<file path="src/rtl/riscv_pkg.sv">
`default_nettype none
// +----------------------------------------------------------------------+
// | riscv_pkg : RV32 opcode/funct3 constants and immediate decoders       |
// | Revision  : 1.0                                                       |
// +----------------------------------------------------------------------+
package riscv_pkg;

  localparam logic [6:0] OP_BRANCH = 7'b1100011;
  localparam logic [6:0] OP_JAL    = 7'b1101111;
  localparam logic [6:0] OP_JALR   = 7'b1100111;

  localparam logic [2:0] F3_BEQ  = 3'b000;
  localparam logic [2:0] F3_BNE  = 3'b001;
  localparam logic [2:0] F3_BLT  = 3'b100;
  localparam logic [2:0] F3_BGE  = 3'b101;
  localparam logic [2:0] F3_BLTU = 3'b110;
  localparam logic [2:0] F3_BGEU = 3'b111;

  localparam logic [31:0] NOP = 32'h0000_0013;

  function automatic logic [31:0] imm_b(input logic [31:0] instr);
    return {{20{instr[31]}}, instr[7], instr[30:25], instr[11:8], 1'b0};
  endfunction

  function automatic logic [31:0] imm_j(input logic [31:0] instr);
    return {{12{instr[31]}}, instr[19:12], instr[20], instr[30:21], 1'b0};
  endfunction

  function automatic logic [31:0] imm_i(input logic [31:0] instr);
    return {{21{instr[31]}}, instr[30:20]};
  endfunction

endpackage
`default_nettype wire

</file>
<file path="src/rtl/br_compare.sv">
`default_nettype none
// +----------------------------------------------------------------------+
// | br_compare : conditional-branch direction from funct3 and operands    |
// | Revision   : 1.0                                                      |
// +----------------------------------------------------------------------+
module br_compare
  import riscv_pkg::*;
(
  input  logic [31:0] rs1_i,
  input  logic [31:0] rs2_i,
  input  logic [2:0]  funct3_i,
  output logic        taken_o
);

  always_comb begin
    taken_o = 1'b0;
    case (funct3_i)
      F3_BEQ:  taken_o = (rs1_i == rs2_i);
      F3_BNE:  taken_o = (rs1_i != rs2_i);
      F3_BLT:  taken_o = ($signed(rs1_i) <  $signed(rs2_i));
      F3_BGE:  taken_o = ($signed(rs1_i) >= $signed(rs2_i));
      F3_BLTU: taken_o = (rs1_i <  rs2_i);
      F3_BGEU: taken_o = (rs1_i >= rs2_i);
      default: taken_o = 1'b0;
    endcase
  end

endmodule
`default_nettype wire

</file>
<file path="src/rtl/br_resolve_stage.sv">
`default_nettype none
// +----------------------------------------------------------------------+
// | br_resolve_stage : EX slot, branch resolution, mispredict squash and  |
// |                    branch statistics                                  |
// | Revision         : 1.0                                                |
// +----------------------------------------------------------------------+
module br_resolve_stage
  import riscv_pkg::*;
#(
  parameter int          CNT_W    = 32,
  parameter logic [31:0] RESET_PC = 32'h0000_0000
) (
  input  logic             clk,
  input  logic             reset_n,
  input  logic [31:0]      pc_i,
  input  logic [31:0]      instruction_i,
  input  logic             br_pred_i,
  input  logic [31:0]      pred_target_i,
  input  logic             stall_i,
  input  logic [31:0]      rs1_data_i,
  input  logic [31:0]      rs2_data_i,
  output logic             br_taken_o,
  output logic             br_pred_o,
  output logic [31:0]      new_pc_o,
  output logic             flush_o,
  output logic             ex_valid_o,
  output logic [31:0]      ex_pc_o,
  output logic [31:0]      ex_instr_o,
  output logic [31:0]      link_o,
  output logic [CNT_W-1:0] br_cnt_o,
  output logic [CNT_W-1:0] miss_cnt_o
);

  logic             ex_valid_q, ex_valid_d;
  logic [31:0]      ex_pc_q,    ex_pc_d;
  logic [31:0]      ex_instr_q, ex_instr_d;
  logic             ex_pred_q,  ex_pred_d;
  logic [31:0]      ex_ptgt_q,  ex_ptgt_d;
  logic [CNT_W-1:0] br_cnt_q,   br_cnt_d;
  logic [CNT_W-1:0] miss_cnt_q, miss_cnt_d;

  logic [6:0]  opcode;
  logic        is_branch, is_jal, is_jalr, is_ctrl;
  logic        resolve_en, cmp_taken, taken, tgt_miss, pred_eff, flush;
  logic [31:0] seq_pc, jalr_sum, target;

  assign opcode     = ex_instr_q[6:0];
  assign is_branch  = (opcode == OP_BRANCH);
  assign is_jal     = (opcode == OP_JAL);
  assign is_jalr    = (opcode == OP_JALR);
  assign is_ctrl    = is_branch | is_jal | is_jalr;
  assign resolve_en = ex_valid_q & ~stall_i;
  assign seq_pc     = ex_pc_q + 32'd4;
  assign jalr_sum   = rs1_data_i + imm_i(ex_instr_q);

  br_compare u_br_compare (
    .rs1_i    (rs1_data_i),
    .rs2_i    (rs2_data_i),
    .funct3_i (ex_instr_q[14:12]),
    .taken_o  (cmp_taken)
  );

  always_comb begin
    target = seq_pc;
    if (is_branch)    target = ex_pc_q + imm_b(ex_instr_q);
    else if (is_jal)  target = ex_pc_q + imm_j(ex_instr_q);
    else if (is_jalr) target = {jalr_sum[31:1], 1'b0};
  end

  assign taken    = resolve_en & ((is_branch & cmp_taken) | is_jal | is_jalr);
  // A right-direction, wrong-target hit is reported as a direction miss so
  // fetch sees a mismatch and redirects.
  assign tgt_miss = taken & ex_pred_q & (ex_ptgt_q != target);
  assign pred_eff = resolve_en & ex_pred_q & ~tgt_miss;
  assign flush    = resolve_en & (taken ^ pred_eff);

  always_comb begin
    ex_valid_d = ex_valid_q;
    ex_pc_d    = ex_pc_q;
    ex_instr_d = ex_instr_q;
    ex_pred_d  = ex_pred_q;
    ex_ptgt_d  = ex_ptgt_q;
    br_cnt_d   = br_cnt_q;
    miss_cnt_d = miss_cnt_q;
    if (flush) begin
      ex_valid_d = 1'b0;
    end else if (!stall_i) begin
      ex_valid_d = 1'b1;
      ex_pc_d    = pc_i;
      ex_instr_d = instruction_i;
      ex_pred_d  = br_pred_i;
      ex_ptgt_d  = pred_target_i;
    end
    if (resolve_en && is_ctrl) br_cnt_d   = br_cnt_q + CNT_W'(1);
    if (flush)                 miss_cnt_d = miss_cnt_q + CNT_W'(1);
  end

  always_ff @(posedge clk or negedge reset_n) begin
    if (!reset_n) begin
      ex_valid_q <= 1'b0;
      ex_pc_q    <= RESET_PC;
      ex_instr_q <= NOP;
      ex_pred_q  <= 1'b0;
      ex_ptgt_q  <= 32'h0000_0000;
      br_cnt_q   <= '0;
      miss_cnt_q <= '0;
    end else begin
      ex_valid_q <= ex_valid_d;
      ex_pc_q    <= ex_pc_d;
      ex_instr_q <= ex_instr_d;
      ex_pred_q  <= ex_pred_d;
      ex_ptgt_q  <= ex_ptgt_d;
      br_cnt_q   <= br_cnt_d;
      miss_cnt_q <= miss_cnt_d;
    end
  end

  assign br_taken_o = taken;
  assign br_pred_o  = pred_eff;
  assign new_pc_o   = taken ? target : seq_pc;
  assign flush_o    = flush;
  assign ex_valid_o = ex_valid_q;
  assign ex_pc_o    = ex_pc_q;
  assign ex_instr_o = ex_instr_q;
  assign link_o     = seq_pc;
  assign br_cnt_o   = br_cnt_q;
  assign miss_cnt_o = miss_cnt_q;

endmodule
`default_nettype wire

</file>
<file path="config.mk">
export PLATFORM = sky130hd
export DESIGN_NAME = br_resolve_stage
export DESIGN_NICKNAME = d
export VERILOG_FILES = /design/src/rtl/riscv_pkg.sv /design/src/rtl/br_compare.sv /design/src/rtl/br_resolve_stage.sv
export SDC_FILE = /design/constraint.sdc
export NUM_CORES = 1
export LEC_CHECK = 0
export ABC_AREA = 1
export CORE_MARGIN = 2
export CORE_UTILIZATION = 45
export CTS_CLUSTER_SIZE = 28
export DETAILED_ROUTE_END_ITERATION = 7
export PLACE_DENSITY = 0.75
export SLEW_MARGIN = 20
export SYNTH_ARGS = -nofsm -noshare
export SYNTH_HDL_FRONTEND = slang
export SYNTH_SLANG_ARGS = --single-unit
</file>
<file path="constraint.sdc">
create_clock -name clk -period 11.5 [get_ports clk]
set_input_delay 2.3 -clock clk [delete_from_list [all_inputs] [get_ports clk]]
set_output_delay 2.3 -clock clk [all_outputs]
set_load 0.02 [all_outputs]
</file>
# Word-level counts from Yosys, hierarchy flattened
# Cells that the tools add are included.
# word_totals
word_cells	55
output_inout_bits	196
register_bits	162
inputBits	164
# op_classes
bitwise	16
n_reduce_logical	3
n_mux	7
n_eq_ne	12
add_sub_neg	6
n_lt_le_gt_ge	4
# op_table
operator	n
32-bit two-way mux	4
32-bit adder	3
32-bit by 1-bit adder with 32-bit output (second input constant)	2
32-bit >= comparator	2
32-bit less-than comparator	2
32-bit != test	2
32-bit by 3-bit adder with 32-bit output (second input constant)	1
32-bit equality test	1
7-bit equality test (second input constant)	3
3-bit equality test (second input constant)	4
1-bit bitwise AND	8
1-bit one-hot mux with 6 select lines	1
1-bit OR	4
3-bit by 1-bit equality test with 1-bit output (second input constant)	1
3-bit logical NOT	1
1-bit inverter	3
1-bit two-way mux	2
2-bit by 1-bit != test with 1-bit output (second input constant)	1
2-bit AND reduction	1
1-bit logical AND	1
1-bit bitwise XOR	1

# Depth between registers and ports, before layout
# logic_depth
depth_word	14
mapped_depth	29
mapped_depth_nobuf	27

# Modules after synthesis
# Synthesis repeated with hierarchy kept, for this count alone.
# hier_totals
hier_cells	2749
area_unflattened_um2	16668.5
# modules_own_cells
mod	area_per_inst_um2	seq_area_each_um2	cells_each	instances
br_resolve_stage	15693.8	4057.6	2583	1
br_compare	974.7	0.0	166	1

# Worst setup path after synthesis
# OpenSTA, ideal clock, no wires.
# synth_path
path_type	input -> output
from	input port rs2_data_i[31]
to	output port new_pc_o[6]
required_ps	9200
setup_slack_ps	4418
path_buffers	1
path_stages	19
t_arrival_ps	4782
cell_sequence	inv_1 ha_1 nand2_1 nor2_1 nand2_1 nor4_1 nand3b_1 nand3_1 nand2_1 nand2_1 nor2_1 nand3_1 nand2_1 nand2_1 nand2_1 inv_1 clkbuf_1 nor2_1 a31oi_1
# synth_between
elab_chain_len	7
word_cells_on_any_way	12
cone_classes	order compare (4); eq/ne (2); mux (2); bitwise (4)
# synth_lines
element	line	source
start, declared	br_resolve_stage.sv:21	input logic [31:0] rs2_data_i,
32-bit >= comparator, or another cell as far along	br_compare.sv:23	F3_BGEU: taken_o = (rs1_i >= rs2_i);
1-bit one-hot mux with 6 select lines *	br_compare.sv:17	case (funct3_i)
1-bit bitwise AND *	br_resolve_stage.sv:70	assign taken = resolve_en & ((is_branch & cmp_taken) | is_jal | is_jalr);
1-bit OR * (2 in series)	br_resolve_stage.sv:70	
1-bit bitwise AND *	br_resolve_stage.sv:70	
via br_taken_o	br_resolve_stage.sv:22	output logic br_taken_o,
32-bit two-way mux *	br_resolve_stage.sv:120	assign new_pc_o = taken ? target : seq_pc;
end, declared	br_resolve_stage.sv:24	output logic [31:0] new_pc_o,
# Mark *: on every way through the listed nets, which the timed path passes. The rest lies on a longest branch.

# Final worst setup path
# layout_path
from	input port rs2_data_i[31]
to	output port flush_o
# layout_between
elab_chain_len	12
word_cells_on_any_way	17
cone_classes	order compare (4); eq/ne (2); mux (1); bitwise (10)
# layout_lines
element	line	source
32-bit >= comparator, or another cell as far along	br_compare.sv:23	
1-bit one-hot mux with 6 select lines *	br_compare.sv:17	
1-bit bitwise AND *	br_resolve_stage.sv:70	
1-bit OR * (2 in series)	br_resolve_stage.sv:70	
1-bit bitwise AND *	br_resolve_stage.sv:70	
1-bit bitwise AND (2 in series)	br_resolve_stage.sv:73	assign tgt_miss = taken & ex_pred_q & (ex_ptgt_q != target);
1-bit inverter	br_resolve_stage.sv:74	assign pred_eff = resolve_en & ex_pred_q & ~tgt_miss;
1-bit bitwise AND	br_resolve_stage.sv:74	
1-bit bitwise XOR *	br_resolve_stage.sv:75	assign flush = resolve_en & (taken ^ pred_eff);
1-bit bitwise AND *	br_resolve_stage.sv:75	
end, declared	br_resolve_stage.sv:25	output logic flush_o,
# Every way passes the cells marked *; elsewhere a longest branch is shown, timed or not.

==> results.tsv <==
stage	metric	value	unit
power_and_ir_drop	sequential share of power	28.1	%
timing	setup ws final	1.704	ns
timing	Hold WS	0.4730	ns
floorplan	Die Y	198.2	µm
timing	Slew headroom	27.04	%
min_path	worst hold path type	flop to flop	
critical_path	crit end category	output pin	
yosys	Synth Area in Compound Gates	7.238	%
cts	clock sinks	162	
place	port bufs	359	
yosys	warnings from Yosys	0	
yosys	post-synthesis mux area share	0.06633	%
yosys	Yosys cell types	44	
cts	clk_lat worst skew	0.45	ns
floorplan	I/O Pins	360	
global_route	GRT overflow	0	
critical_path	CP max FO	55	
floorplan	num rows	71	
critical_path	CP Class	primary input to output pin	
run_status	outcome	finished, final reports clean	
cts	Clock Path Buffers	2	
power_and_ir_drop	clock network fraction of design power	23.6	%
timing	max-slew violations	0	
timing	final hold vios	0	
timing	post-route setup TNS	0	ns
route	DRC	0	
yosys	Cell Area, Synth	0.01698	mm²
route	routed vias	20070	
route	Wirelength per Cell	18.84	µm
timing	Setup Skew	0.01557	ns
yosys	post-synthesis sequential area ratio	23.90	%
min_path	hold path start	ex_instr_o[4]	
timing	Slew @ Worst Pin	1.094	ns
power_and_ir_drop	Net Sw Frac	44.79	%
finish	share of layout cells above drive strength 1	2.790	%
power_and_ir_drop	Psw	1201	µW
floorplan	starting density of the core	45.39	%
timing	fin crit share	85.18	%
global_route	initial antenna violation count	2	
place	hpwl dp	57.21	mm
cts	CTS clk-pin slew, worst paths	0.06	ns
cts	Clk Tree Root Cell	clkbuf_16	
floorplan	total core area	0.03740	mm²
yosys	Post-synth EDFFs	0	
cts	CTS Hold Bufs	0	
place	worst slack, placed	1.696	ns
power_and_ir_drop	Pleak	0.01147	µW
route	routed via count divided by cell count	5.367	
finish	Final Net Count	3488	
critical_path	RR Startpoint	ex_instr_o[1]	
yosys	Syn Nets	3165	
power_and_ir_drop	combinational share of power	48.4	%
route	post-route ant nets	0	
power_and_ir_drop	power per cell area	124.0	mW/mm²
cts	Num CTS Buffers	17	
route	DR iter-0 viols	1545	
global_route	pin count of the biggest net entering global routing	99	
power_and_ir_drop	VDD IR max	99.89	µV
yosys	Synth Instances	2890	
critical_path	startpoint types	primary input	
global_route	vias in the first global route	19090	
timing	fin crit period	9.796	ns
cts	htree depth	4	
timing	endpoints failing setup	0	
place	routability congestion estimate	0.9778	
critical_path	CP Launch Point	rs2_data_i[31]	
critical_path	WP data arrival	7.50	ns
finish	Area growth, synth to finish	27.35	%
cts	CTS tree	done	
cts	setup bufs post-CTS	0	
floorplan	Die W	198.2	µm
yosys	Yosys reg bits	162	
critical_path	Data required, critical path	9.20	ns
floorplan	die area	0.03930	mm²
global_route	global-route wire length before repair	106.9	mm
place	Placed Area	0.02095	mm²
yosys	fraction of registers with async set/reset	100.0	%
global_route	GRT Overall Usage	35.69	%
yosys	largest family of logic cells by synthesized area	simple AND/OR/NAND/NOR gates	
timing	RSZ-0062 raised after global routing	false	
finish	design area	0.02162	mm²
yosys	xor-xnor portion of the synthesized cell area	4.231	%
yosys	Synth Area in Simple Gates	44.92	%
route	DRT Pass-1 Iters	5	
job	maximum capacitance violations	0	
yosys	top_reg_cell synth	dfrtp_1	
place	placed cells	3704	
timing	fmax	102.1	MHz
yosys	Post-Synth Adder-Cell Area	8.314	%
power_and_ir_drop	Int Power	1480	µW
route	overall routed net length	70.46	mm
yosys	Syn Area/Cell	5.874	µm²
finish	Final Non-Filler Cells	3740	
cts	CTS resizes	0	
[synthesized netlist by cell type (3+ instances only)]
master,n,area (µm²)
nor2_2,9,56.30
xnor2_1,17,148.9
nor3_2,6,60.06
dfstp_2,3,78.83
a21o_1,7,52.55
inv_2,22,82.58
a31oi_1,4,25.02
buf_4,8,60.06
buf_2,22,110.1
nand3_1,337,1687
nor3b_1,4,30.03
nor3_1,50,250.2
nand3b_1,25,187.7
xor2_1,65,569.3
buf_6,3,33.78
o21a_1,4,30.03
buf_1,3,11.26
o21ai_1,20,100.1
ha_1,108,1351
dfrtp_1,159,3979
inv_1,405,1520
o21bai_1,8,60.06
nor4_1,12,75.07
a21oi_1,104,520.5
nor2_1,198,743.2
nand2_1,1125,4223
nand4_1,36,225.2
clkbuf_1,26,97.59
fa_1,3,60.06
o21ai_0,77,385.4
or2_2,3,18.77
[layer usage]
metal  GRT usage (%)  up-vias  wire length (µm)
met5               0        -                 0
met4           13.09        0              2632
met3           7.971      128              6116
met2           59.68      809             32490
met1           45.00     9330             29220
li1                -     9806                 -
[flip-flops by register name, indices dropped and copies added, names as in the netlist]
signal      cells
ex_pc_o        32
miss_cnt_o     32
ex_pred_q       1
ex_valid_o      1
br_cnt_o       32
ex_ptgt_q      32
ex_instr_o     32
[per-stage QoR]
stage,utilization [%],total power (µW)
after floorplan,-,1510
after global placement,56.01,2020
after detailed placement,56.01,2032
after CTS,57.73,2668
after global routing,57.79,2844
final,57.81,2681
[power groups by stage]
stage / Sequential (µW) / Clock [µW] / Combinational, µW
6_report: 753 / 631 / 1300
5_1_grt: 757 / 658 / 1430
4_1_cts: 748 / 637 / 1280
3_5_place_dp: 757 / 0 / 1270
3_3_place_gp: 758 / 0 / 1260
2_1_floorplan: 764 / 0 / 746
[worst max-delay path, cell delays in order]
cell and delay (ns):
clkdlybuf4s50_1 0.45, inv_1 0.04, ha_1 0.37, nand2_1 0.12, nor2_1 0.18, nand2_1 0.14
nor4_1 0.53, nand3b_1 0.36, nand4_1 0.17, o21ai_0 0.10, nor2_1 0.12, nand3_1 0.08
nand2_1 0.16, nand2_1 0.13, nand2_1 0.08, buf_4 0.41, nand2_1 0.17, nand2_4 0.48
inv_2 0.39, clkdlybuf4s50_1 0.65
[final cells by class]
type,count,area (µm²)
Timing Repair Buffer,366,3660
Inverter,429,1612
Tap cell,511,639.4
Fill cell,3762,15780
Clock inverter,15,217.7
Clock buffer,17,425.4
Sequential cell,162,4058
Antenna cell,3,7.507
Multi-Input combinational cell,2237,11000
[path summary, 6_finish.rpt]
| kind | to | slack [ns] | depth (start not counted) |
|---|---|---|---|
| setup / recovery | flush_o | 1.70 | 20 |
| setup reg to reg | ex_instr_o[3] | 5.88 | 21 |
| hold reg to reg | ex_instr_o[4] | 0.47 | 2 |
| hold / removal | ex_instr_o[4] | 0.47 | 2 |
| min in group asynchronous | miss_cnt_o[28] | 1.91 | 1 |
| max in group asynchronous | ex_instr_o[19] | 8.20 | 2 |
[cell families (layout without fill, tap and decap cells)]
logic type,Yosys count,after routing
buffers and inverters,491,827
adders and majority gates,111,111
and+or+nand+nor,1813,1813
AOI/OAI and AO/OA,230,230
xor gates and xnor gates,82,82
other,0,3
muxes,1,1
DFF,162,162
[cell usage in the layout (no fill, tap or decap), types with 2 or more instances in the layout]
| master | synthesis | final |
|---|---|---|
| a21o_1 | 7 | 7 |
| nor2_1 | 198 | 198 |
| dfrtp_1 | 159 | 159 |
| o21a_1 | 4 | 4 |
| xor2_1 | 65 | 65 |
| a21oi_1 | 104 | 104 |
| a31oi_1 | 4 | 4 |
| nand3b_1 | 25 | 25 |
| inv_2 | 22 | 21 |
| nand2_1 | 1125 | 1125 |
| o21ai_1 | 20 | 20 |
| nor3_1 | 50 | 50 |
| nor3_2 | 6 | 6 |
| clkinvlp_4 | 0 | 3 |
| clkinv_1 | 2 | 2 |
| or2_2 | 3 | 3 |
| nand3_1 | 337 | 337 |
| nor4_1 | 12 | 12 |
| o211ai_1 | 2 | 2 |
| inv_6 | 0 | 5 |
| dfstp_2 | 3 | 3 |
| nand4_1 | 36 | 36 |
| nand2_2 | 2 | 2 |
| xnor2_1 | 17 | 17 |
| o21ai_0 | 77 | 77 |
| inv_1 | 405 | 405 |
| nand2_4 | 2 | 2 |
| o21bai_1 | 8 | 8 |
| diode_2 | 0 | 3 |
| nor2_2 | 9 | 8 |
| buf_4 | 8 | 6 |
| fa_1 | 3 | 3 |
| inv_8 | 0 | 2 |
| ha_1 | 108 | 108 |
| clkbuf_16 | 0 | 17 |
| clkdlybuf4s50_1 | 0 | 358 |
| nor3b_1 | 4 | 4 |
| bufinv_16 | 0 | 4 |
Note: power is estimated with default switching activity, not from simulation.
